--- config.mk ---
export PLATFORM = sky130hd
export DESIGN_NAME = cpu6_instr_encoder_flat
export DESIGN_NICKNAME = d
export VERILOG_FILES = /design/src/rtl/cpu6_instr_encoder_if.sv /design/src/rtl/cpu6_instr_encoder.sv /design/src/flat_wrapper.sv
export SDC_FILE = /design/constraint.sdc
export NUM_CORES = 1
export LEC_CHECK = 0
export ABC_AREA = 1
export CAP_MARGIN = 10
export CORE_ASPECT_RATIO = 1.4
export CORE_MARGIN = 2
export CORE_UTILIZATION = 55
export CTS_BUF_LIST = sky130_fd_sc_hd__clkbuf_4
export DETAILED_ROUTE_END_ITERATION = 8
export HOLD_SLACK_MARGIN = 0.1
export PLACE_DENSITY = 0.89
export SYNTH_ARGS = -nofsm -noshare
export SYNTH_HDL_FRONTEND = slang
export SYNTH_SLANG_ARGS = --single-unit
--- constraint.sdc ---
create_clock -name clk -period 5.66 [get_ports clk]
set_input_delay 1.132 -clock clk [delete_from_list [all_inputs] [get_ports clk]]
set_output_delay 1.132 -clock clk [all_outputs]
set_load 0.03 [all_outputs]
--- src/rtl/cpu6_instr_encoder_if.sv ---
// Request/response bus of the cpu6 instruction encoder.
// Field request in, encoded word out, valid/ready on both sides.
interface cpu6_instr_encoder_if;
    logic        in_valid;
    logic        in_ready;
    logic [3:0]  in_kind;
    logic [2:0]  in_funct3;
    logic        in_alt;
    logic [4:0]  in_rd;
    logic [4:0]  in_rs1;
    logic [4:0]  in_rs2;
    logic [31:0] in_imm;
    logic        out_valid;
    logic        out_ready;
    logic [31:0] out_instr;
    logic        out_err;

    modport master (
        output in_valid, in_kind, in_funct3, in_alt,
        output in_rd, in_rs1, in_rs2, in_imm, out_ready,
        input  in_ready, out_valid, out_instr, out_err
    );

    modport slave (
        input  in_valid, in_kind, in_funct3, in_alt,
        input  in_rd, in_rs1, in_rs2, in_imm, out_ready,
        output in_ready, out_valid, out_instr, out_err
    );
endinterface

--- src/rtl/cpu6_instr_encoder.sv ---
// RV32I field-level encoder with legality check.
// Results (including error entries) are queued in a small FIFO.
module cpu6_instr_encoder #(
    parameter int DEPTH = 2,
    parameter int CNT_W = 16
) (
    input  logic                 clk,
    input  logic                 reset,
    input  logic                 flush,
    cpu6_instr_encoder_if.slave  bus,
    output logic [CNT_W-1:0]     enc_count
);
    localparam int AW = $clog2(DEPTH);
    localparam logic [AW:0] FULL_CNT = (AW+1)'(DEPTH);

    typedef struct packed {
        logic [31:0] instr;
        logic        err;
    } entry_t;

    logic [31:0] imm;
    logic [2:0]  f3;
    logic [4:0]  rd;
    logic [4:0]  rs1;
    logic [4:0]  rs2;
    logic        alt;
    logic        s12;
    logic        s13;
    logic        s21;
    logic        shift;
    logic [31:0] enc_instr;
    logic        enc_err;

    entry_t         mem [DEPTH];
    logic [AW-1:0]  wr_ptr;
    logic [AW-1:0]  rd_ptr;
    logic [AW:0]    cnt;
    logic           full;
    logic           push;
    logic           pop;

    assign imm   = bus.in_imm;
    assign f3    = bus.in_funct3;
    assign rd    = bus.in_rd;
    assign rs1   = bus.in_rs1;
    assign rs2   = bus.in_rs2;
    assign alt   = bus.in_alt;
    assign s12   = imm[31:11] == {21{imm[11]}};
    assign s13   = imm[31:12] == {20{imm[12]}};
    assign s21   = imm[31:20] == {12{imm[20]}};
    assign shift = (f3 == 3'd1) || (f3 == 3'd5);

    // Encode the request fields and flag illegal combinations
    always_comb begin
        enc_instr = '0;
        enc_err   = 1'b0;
        case (bus.in_kind)
            4'd0, 4'd1: begin
                enc_err   = imm[11:0] != 12'd0;
                enc_instr = {imm[31:12], rd,
                             (bus.in_kind == 4'd0) ? 7'h37 : 7'h17};
            end
            4'd2: begin
                enc_err   = imm[0] || !s21;
                enc_instr = {imm[20], imm[10:1], imm[11],
                             imm[19:12], rd, 7'h6F};
            end
            4'd3: begin
                enc_err   = (f3 != 3'd0) || !s12;
                enc_instr = {imm[11:0], rs1, f3, rd, 7'h67};
            end
            4'd4: begin
                enc_err   = imm[0] || !s13 ||
                            (f3 == 3'd2) || (f3 == 3'd3);
                enc_instr = {imm[12], imm[10:5], rs2, rs1, f3,
                             imm[4:1], imm[11], 7'h63};
            end
            4'd5: begin
                enc_err   = (f3 == 3'd3) || (f3 == 3'd6) ||
                            (f3 == 3'd7) || !s12;
                enc_instr = {imm[11:0], rs1, f3, rd, 7'h03};
            end
            4'd6: begin
                enc_err   = (f3 > 3'd2) || !s12;
                enc_instr = {imm[11:5], rs2, rs1, f3,
                             imm[4:0], 7'h23};
            end
            4'd7: begin
                if (shift) begin
                    enc_err   = (imm[31:5] != 27'd0) ||
                                (alt && (f3 != 3'd5));
                    enc_instr = {1'b0, alt, 5'd0, imm[4:0],
                                 rs1, f3, rd, 7'h13};
                end else begin
                    enc_err   = !s12 || alt;
                    enc_instr = {imm[11:0], rs1, f3, rd, 7'h13};
                end
            end
            4'd8: begin
                enc_err   = alt && (f3 != 3'd0) && (f3 != 3'd5);
                enc_instr = {1'b0, alt, 5'd0, rs2, rs1, f3,
                             rd, 7'h33};
            end
            4'd9: begin
                enc_err   = (f3 > 3'd1) || !s12;
                enc_instr = {imm[11:0], rs1, f3, rd, 7'h0F};
            end
            4'd10: begin
                enc_err   = (f3 == 3'd0) || (f3 == 3'd4) ||
                            (imm[31:12] != 20'd0);
                enc_instr = {imm[11:0], rs1, f3, rd, 7'h73};
            end
            4'd11: begin
                enc_instr = 32'h3020_0073;
            end
            default: begin
                enc_err = 1'b1;
            end
        endcase
        if (enc_err) enc_instr = '0;
    end

    assign full          = cnt == FULL_CNT;
    assign bus.in_ready  = ~full;
    assign bus.out_valid = cnt != '0;
    assign push          = bus.in_valid & ~full;
    assign pop           = bus.out_valid & bus.out_ready;
    assign bus.out_instr = bus.out_valid ? mem[rd_ptr].instr : '0;
    assign bus.out_err   = bus.out_valid ? mem[rd_ptr].err : 1'b0;

    // FIFO storage; stale slots are never visible past the head gate
    always_ff @(posedge clk) begin
        if (push && !reset && !flush) begin
            mem[wr_ptr] <= '{instr: enc_instr, err: enc_err};
        end
    end

    // FIFO pointers, occupancy and legal-encode counter
    always_ff @(posedge clk) begin
        if (reset) begin
            wr_ptr    <= '0;
            rd_ptr    <= '0;
            cnt       <= '0;
            enc_count <= '0;
        end else if (flush) begin
            wr_ptr <= '0;
            rd_ptr <= '0;
            cnt    <= '0;
        end else begin
            if (push) wr_ptr <= wr_ptr + AW'(1);
            if (pop)  rd_ptr <= rd_ptr + AW'(1);
            case ({push, pop})
                2'b10:   cnt <= cnt + (AW+1)'(1);
                2'b01:   cnt <= cnt - (AW+1)'(1);
                default: cnt <= cnt;
            endcase
            if (push && !enc_err) begin
                enc_count <= enc_count + CNT_W'(1);
            end
        end
    end
endmodule

--- src/flat_wrapper.sv ---
// flat-port wrapper written by rule: the top's interface ports become plain ports
module cpu6_instr_encoder_flat 
#(
    parameter int DEPTH = 2,
    parameter int CNT_W = 16
)
  (clk, reset, flush, enc_count, bus_in_valid, bus_in_kind, bus_in_funct3, bus_in_alt, bus_in_rd, bus_in_rs1, bus_in_rs2, bus_in_imm, bus_out_ready, bus_in_ready, bus_out_valid, bus_out_instr, bus_out_err);
  cpu6_instr_encoder_if bus_i ();
  input  logic clk;
  input  logic reset;
  input  logic flush;
  output logic [CNT_W-1:0] enc_count;
  input wire logic [$bits(bus_i.in_valid)-1:0] bus_in_valid;
  input wire logic [$bits(bus_i.in_kind)-1:0] bus_in_kind;
  input wire logic [$bits(bus_i.in_funct3)-1:0] bus_in_funct3;
  input wire logic [$bits(bus_i.in_alt)-1:0] bus_in_alt;
  input wire logic [$bits(bus_i.in_rd)-1:0] bus_in_rd;
  input wire logic [$bits(bus_i.in_rs1)-1:0] bus_in_rs1;
  input wire logic [$bits(bus_i.in_rs2)-1:0] bus_in_rs2;
  input wire logic [$bits(bus_i.in_imm)-1:0] bus_in_imm;
  input wire logic [$bits(bus_i.out_ready)-1:0] bus_out_ready;
  output wire logic [$bits(bus_i.in_ready)-1:0] bus_in_ready;
  output wire logic [$bits(bus_i.out_valid)-1:0] bus_out_valid;
  output wire logic [$bits(bus_i.out_instr)-1:0] bus_out_instr;
  output wire logic [$bits(bus_i.out_err)-1:0] bus_out_err;
  assign bus_i.in_valid = bus_in_valid;
  assign bus_i.in_kind = bus_in_kind;
  assign bus_i.in_funct3 = bus_in_funct3;
  assign bus_i.in_alt = bus_in_alt;
  assign bus_i.in_rd = bus_in_rd;
  assign bus_i.in_rs1 = bus_in_rs1;
  assign bus_i.in_rs2 = bus_in_rs2;
  assign bus_i.in_imm = bus_in_imm;
  assign bus_i.out_ready = bus_out_ready;
  assign bus_in_ready = bus_i.in_ready;
  assign bus_out_valid = bus_i.out_valid;
  assign bus_out_instr = bus_i.out_instr;
  assign bus_out_err = bus_i.out_err;
  cpu6_instr_encoder #(.DEPTH(DEPTH), .CNT_W(CNT_W)) u_core (.clk(clk), .reset(reset), .flush(flush), .bus(bus_i), .enc_count(enc_count));
endmodule
==> results of run 1 <==
cells in the final DEF (no fill, tap or decap), drive strengths merged:
| cell | instances |
|---|---|
| o41ai | 1 |
| clkinv | 3 |
| nor2 | 136 |
| a41oi | 2 |
| a21oi | 53 |
| nand3 | 39 |
| o22ai | 4 |
| xor2 | 3 |
| nand4 | 19 |
| nor3 | 5 |
| ha | 5 |
| a21boi | 1 |
| clkdlybuf4s50 | 110 |
| edfxtp | 64 |
| and2 | 2 |
| o21ai | 12 |
| clkbuf | 11 |
| dfxtp | 21 |
| bufinv | 2 |
| buf | 4 |
| nor4 | 1 |
| inv | 63 |
| nand2 | 207 |
| xnor2 | 2 |
| a22oi | 3 |
| a221oi | 1 |
| nor3b | 1 |
| a31oi | 8 |
synth_stat cells, types with 2 or more instances:
cell type	number	area, µm²
a21oi_1	53	265.3
a22oi_1	3	22.52
a31oi_1	8	50.05
and2_1	2	12.51
buf_2	4	20.02
buf_4	2	15.01
buf_6	3	33.78
clkbuf_1	12	45.04
dfxtp_1	21	420.4
edfxtp_1	64	1922
ha_1	5	62.56
inv_1	57	214.0
inv_2	5	18.77
nand2_1	206	773.2
nand3_1	38	190.2
nand4_1	19	118.9
nor2_1	131	491.7
nor2_2	3	18.77
nor3_1	5	25.02
o21ai_0	11	55.05
o22ai_1	4	25.02
xnor2_1	2	17.52
xor2_1	3	26.28
registers in the layout, indices dropped and copies added (netlist names), named ones only:
register	flops
u_core.cnt	2
u_core.rd_ptr	1
u_core.enc_count	16
u_core.mem	64
u_core.wr_ptr	1
per-stage QoR:
stage                     hold WS [ns]  utilization (%)  cell area, µm²
final                           0.4849            70.48            6291
after global routing            0.5239            70.48            6291
after CTS                       0.4734            70.48            6291
after detailed placement        0.4434            68.70            6132
after global placement          0.4373            68.70            6132
after floorplan                 0.4255                -            4975
final timing paths:
| path | startpoint | endpoint | slack, ns | depth (start not counted) |
|---|---|---|---|---|
| worst max register to register | u_core.cnt[0]$_SDFFE_PP0P_ | u_core.enc_count[1]$_SDFFE_PP0P_ | 3.48 | 8 |
| worst min register to register | u_core.rd_ptr$_SDFFE_PP0P_ | u_core.rd_ptr$_SDFFE_PP0P_ | 0.48 | 1 |
| worst max-delay path | register | bus_out_instr[4] | 1.58 | 5 |
| worst min-delay path | u_core.rd_ptr$_SDFFE_PP0P_ | u_core.rd_ptr$_SDFFE_PP0P_ | 0.48 | 1 |
power by group through the flow:
stage | Clock (µW) | Sequential, µW | Combinational, µW
finish | 387 | 694 | 278
global route | 412 | 695 | 299
CTS | 389 | 694 | 274
detailed placement | 0 | 708 | 272
global placement | 0 | 707 | 265
floorplan | 0 | 711 | 153
kinds of logic (layout without fill, tap and decap cells):
group,Yosys count,after routing,synth area share (%)
buffers and inverters,85,193,7.118
and+or+nand+nor,410,410,34.00
xor gates and xnor gates,5,5,0.8804
adders and majority gates,5,5,1.258
DFF,85,85,47.08
AOI/OAI and AO/OA,85,85,9.658
worst reg2reg max path, cell delays in order (launching register included):
cell and delay (ns):
dfxtp_1 0.43, inv_1 0.06, nand2_1 0.10, nand2_1 0.14, clkinv_1 0.33, nand4_1 0.53
nor2_1 0.37, nor2_1 0.08, nor2_1 0.10
final cells by class:
class | instances | area [µm²]
tap | 107 | 133.9
sequential | 85 | 2342
multi-input combinational | 505 | 2288
inverter | 63 | 236.5
fill | 712 | 2635
clock buffer | 11 | 82.58
timing repair buffer | 114 | 1131
clock inverter | 5 | 76.32
per-layer routing:
layer / up-vias / GRT usage [%] / wire length (µm)
li1: 2435 / - / -
met1: 2398 / 35.50 / 5535
met2: 330 / 53.81 / 7666
met3: 55 / 5.159 / 1124
met4: 0 / 11.85 / 572
met5: - / 0 / 0
==> results.yml, run 1 <==
pwr:
  ir_drop_mv: 0.1387
  p_leak_uw: 0.002371
  finalPower_uw: 1359
  intPower_uw: 976.8
  clkPwrFrac_pct: 28.5
  comb_power_share_pct: 20.5
  power_switching_uw: 382.3
  power-per-cell-area_mw_per_mm2: 216.0
  seqPwrFrac_pct: 51.1
  switching_share_pct: 28.13
clock_tree:
  cts_tree: "built"
  cts_resized: 0
  cts_root_buf: "clkbuf_4"
  insertion_delay_ns: 0.44
  cts_max_level: 3
  cts_made_buffers: 9
  cts.sinks: 85
  hold_buffers: 0
  cts_setup_buffers: 0
  cts.clk_slew.worst_paths_ns: 0.13
  cts_max_path_buffers: 2
synthesis:
  syn_nets: 740
  syn_inst: 675
  synth_ff_type: "edfxtp_1"
  synth_area_per_cell_um2: 7.370
  synth.distinct_cells: 37
  synth_edf_count: 64
  syn_area_mm2: 0.004975
  ys_seq_area_share_pct: 47.08
  ys_async_sr_fraction_pct: 0
  ys_seq_elements: 85
  ys.warnings.count: 0
sta:
  slew_viol_final: 0
  max-slew-margin-rel_pct: 32.11
  worst_slack_ns: 1.584
  setup_viol: 0
  min_period_over_period_pct: 72.01
  rsz0062_at_grt: "false"
  hold_viol: 0
  fmax_mhz: 245.3
  min_period_ns: 4.076
  fin_skew_ns: 0.01574
  setup_tns_ns: 0
  worst_slew_pin_slew_ns: 1.017
floorplan:
  core-area_mm2: 0.008926
  die_w_um: 84.38
  die-area_mm2: 0.009833
  pin_count: 111
  initial_utilization_pct: 55.73
  die_h_um: 116.5
  placementRows: 41
global_routing:
  first_global_vias: 4791
  grt_start_max_net_pins: 34
  grt_pass1_wl_um: 22940
  grt_usage_pct: 29.81
  antenna_found_initial: 0
  overflow: 0
routing:
  detail_route.wl_per_cell_um: 16.74
  first_pass_iters: 6
  ant_nets: 0
  viasPerCell: 5.863
  finalWirelength_um: 14900
  vias: 5218
  drt_iter0_drc: 594
  drc: 0
worst_setup_path:
  worst_setup_path_end_kind: "primary output"
  slowest_stage: "inv_1"
  start_kind: "register"
  crit_family: "buffers and inverters"
  crit_buf_inv: 3
  crit_arrival_ns: 2.94
  crit_path_cell_trace: "buf_4 -> inv_1 -> nand2_1 -> a21oi_1 -> clkdlybuf4s50_1"
  path_class: "reg2out"
  worst_path_largest_cell_delay_ns: 0.78
  required_ns: 4.53
  critical_path.max_fanout: 33
place:
  pre_cts_slack_ns: 1.527
  portBuffers: 110
  dpl.cell_count: 874
  gp_congestion: 0.9468
  hpwl_um: 10980
status:
  status: "finished clean"
worst_hold_path:
  hold_path.class: "reg2reg"
job:
  cap_viol_max_count: 0
cells_and_area:
  diodes: 0
  final_cells: 890
  syn_to_final_growth_pct: 26.46
  drive_gt1_share_pct: 4.725
  nets: 843
(Power assumes the default switching activity.)
==> run 2, diff against run 1 <==
- CORE_UTILIZATION: 55 -> 48
- PLACE_DENSITY: 0.89 -> 0.83
- clock period: 5.66 -> 3.5 ns (I/O delays scaled with it)
==> results.yml, run 2 (synthesized netlist as in run 1, its figures left out) <==
routing:
  finalWirelength_um: 14440
  vias: 4955
  first_pass_iters: 8
  viasPerCell: 5.334
  detail_route.wl_per_cell_um: 15.54
  drc: 0
  drt_iter0_drc: 356
  ant_nets: 0
cells_and_area:
  syn_to_final_growth_pct: 27.69
  final_cell_mix: "nand2_1, nor2_1, clkdlybuf4s50_1"
  top_register: "u_core.mem"
  largest_reg_flops: 64
  nets: 850
  fin_area_mm2: 0.006352
  drive_gt1_share_pct: 5.570
  multiInputGateArea_mm2: 0.002295
  utilization_pct: 62.04
  regArea_mm2: 0.002342
  n_fill_cell: 934
  reg_top3: "u_core.mem x64, u_core.enc_count x16, u_core.cnt x2"
  final_cells: 929
  layout_commonest_cell: "nand2_1"
clock_tree:
  cts_tree: "built"
  cts_max_level: 3
  cts_made_buffers: 9
  cts.sinks: 85
  cts_max_path_buffers: 2
  cts_root_buf: "clkbuf_4"
  hold_buffers: 0
  cts_resized: 0
  insertion_delay_ns: 0.45
  cts.clk_slew.worst_paths_ns: 0.14
  cts_setup_buffers: 0
sta:
  setup_tns_ns: 0
  slew_viol_final: 0
  min_period_over_period_pct: 88.03
  max-slew-margin-rel_pct: 53.33
  setup_viol: 0
  fmax_mhz: 324.6
  hold_viol: 0
  min_period_ns: 3.081
  worst_slew_pin_slew_ns: 0.6928
  fin_skew_ns: 0.01573
  rsz0062_at_grt: "false"
  worst_slack_ns: 0.4190
worst_setup_path:
  path_class: "reg2out"
  worst_setup_path_end_kind: "primary output"
  crit_arrival_ns: 2.38
  r2r_cells: 8
  start_kind: "register"
  required_ns: 2.80
  critical_path.max_fanout: 21
pwr:
  clkPwrFrac_pct: 24.7
  ir_drop_mv: 0.1611
  p_leak_uw: 0.002384
  power-per-cell-area_mw_per_mm2: 329.1
  power_switching_uw: 648.8
  intPower_uw: 1442
  switching_share_pct: 31.03
  comb_power_share_pct: 21.6
  seqPwrFrac_pct: 53.7
worst_hold_path:
  hold_path.class: "reg2reg"
  hold_depth: 1
floorplan:
  core-area_mm2: 0.01024
  die_h_um: 124.5
  initial_utilization_pct: 48.58
  die_w_um: 90.04
  pin_count: 111
  die-area_mm2: 0.01121
  placementRows: 44
global_routing:
  grt_start_max_net_pins: 34
  antenna_found_initial: 1
  overflow: 0
  grt_usage_pct: 25.47
  first_global_vias: 4721
  grt_pass1_wl_um: 22760
place:
  place_area_mm2: 0.006230
  pre_cts_slack_ns: 0.2295
  portBuffers: 110
  hpwl_um: 11030
  gp_congestion: 1.027
  dpl.cell_count: 912
status:
  status: "finished clean"
job:
  cap_viol_max_count: 0
-- run 2: cell types whose count changed in the layout (fill, tap and decap cells not counted), sizes merged --
cell      previous run  this run
buf                  4        11
bufinv               2         0
clkbuf              11        10
clkinv               3         2
clkinvlp             0         2
diode                0         1
inv                 63        65
-- run 2: final cells by class --
cell class | count | share of cell area (%)
sequential | 85 | 36.87
antenna | 1 | 0.03939
tap | 138 | 2.718
clock buffer | 10 | 1.182
multi-input combinational | 505 | 36.12
timing repair buffer | 121 | 18.63
inverter | 63 | 3.723
clock inverter | 6 | 0.7091
-- run 2: worst max-delay path, stage by stage (launching register included) --
cell	delay, ns
dfxtp_1	0.34
inv_1	0.29
buf_4	0.32
nand2_1	0.08
a21oi_1	0.19
clkdlybuf4s50_1	0.71
-- run 2: worst paths after layout --
path / start / endpoint / slack, ns
worst min register to register: u_core.rd_ptr$_SDFFE_PP0P_ / register / 0.48
worst max-delay path: register / bus_out_instr[29] / 0.42
worst min-delay path: u_core.rd_ptr$_SDFFE_PP0P_ / register / 0.48
worst max register to register: u_core.cnt[0]$_SDFFE_PP0P_ / u_core.mem[0][18]$_DFFE_PP_ / 1.55
-- run 2: through the flow --
step           hold slack (ns)  power (µW)
6_report                0.4756        2091
3_3_place_gp            0.4396        1584
3_5_place_dp            0.4528        1593
2_1_floorplan           0.4255        1398
4_1_cts                 0.4747        2099
5_1_grt                 0.5008        2172
-- run 2: power groups by stage --
stage,clock network [µW],registers [µW],logic [µW]
final,517,1120,452
after global routing,561,1120,487
after CTS,527,1120,450
after detailed placement,0,1140,448
after global placement,0,1140,441
after floorplan,0,1150,249
-- run 2: routing by layer --
layer | up-vias | global-route usage [%] | part of all wire [%]
met5 | - | 0 | 0
met4 | 0 | 7.964 | 1.8
met3 | 22 | 4.598 | 6.1
met2 | 196 | 46.48 | 53
met1 | 2287 | 30.17 | 39
li1 | 2450 | - | -
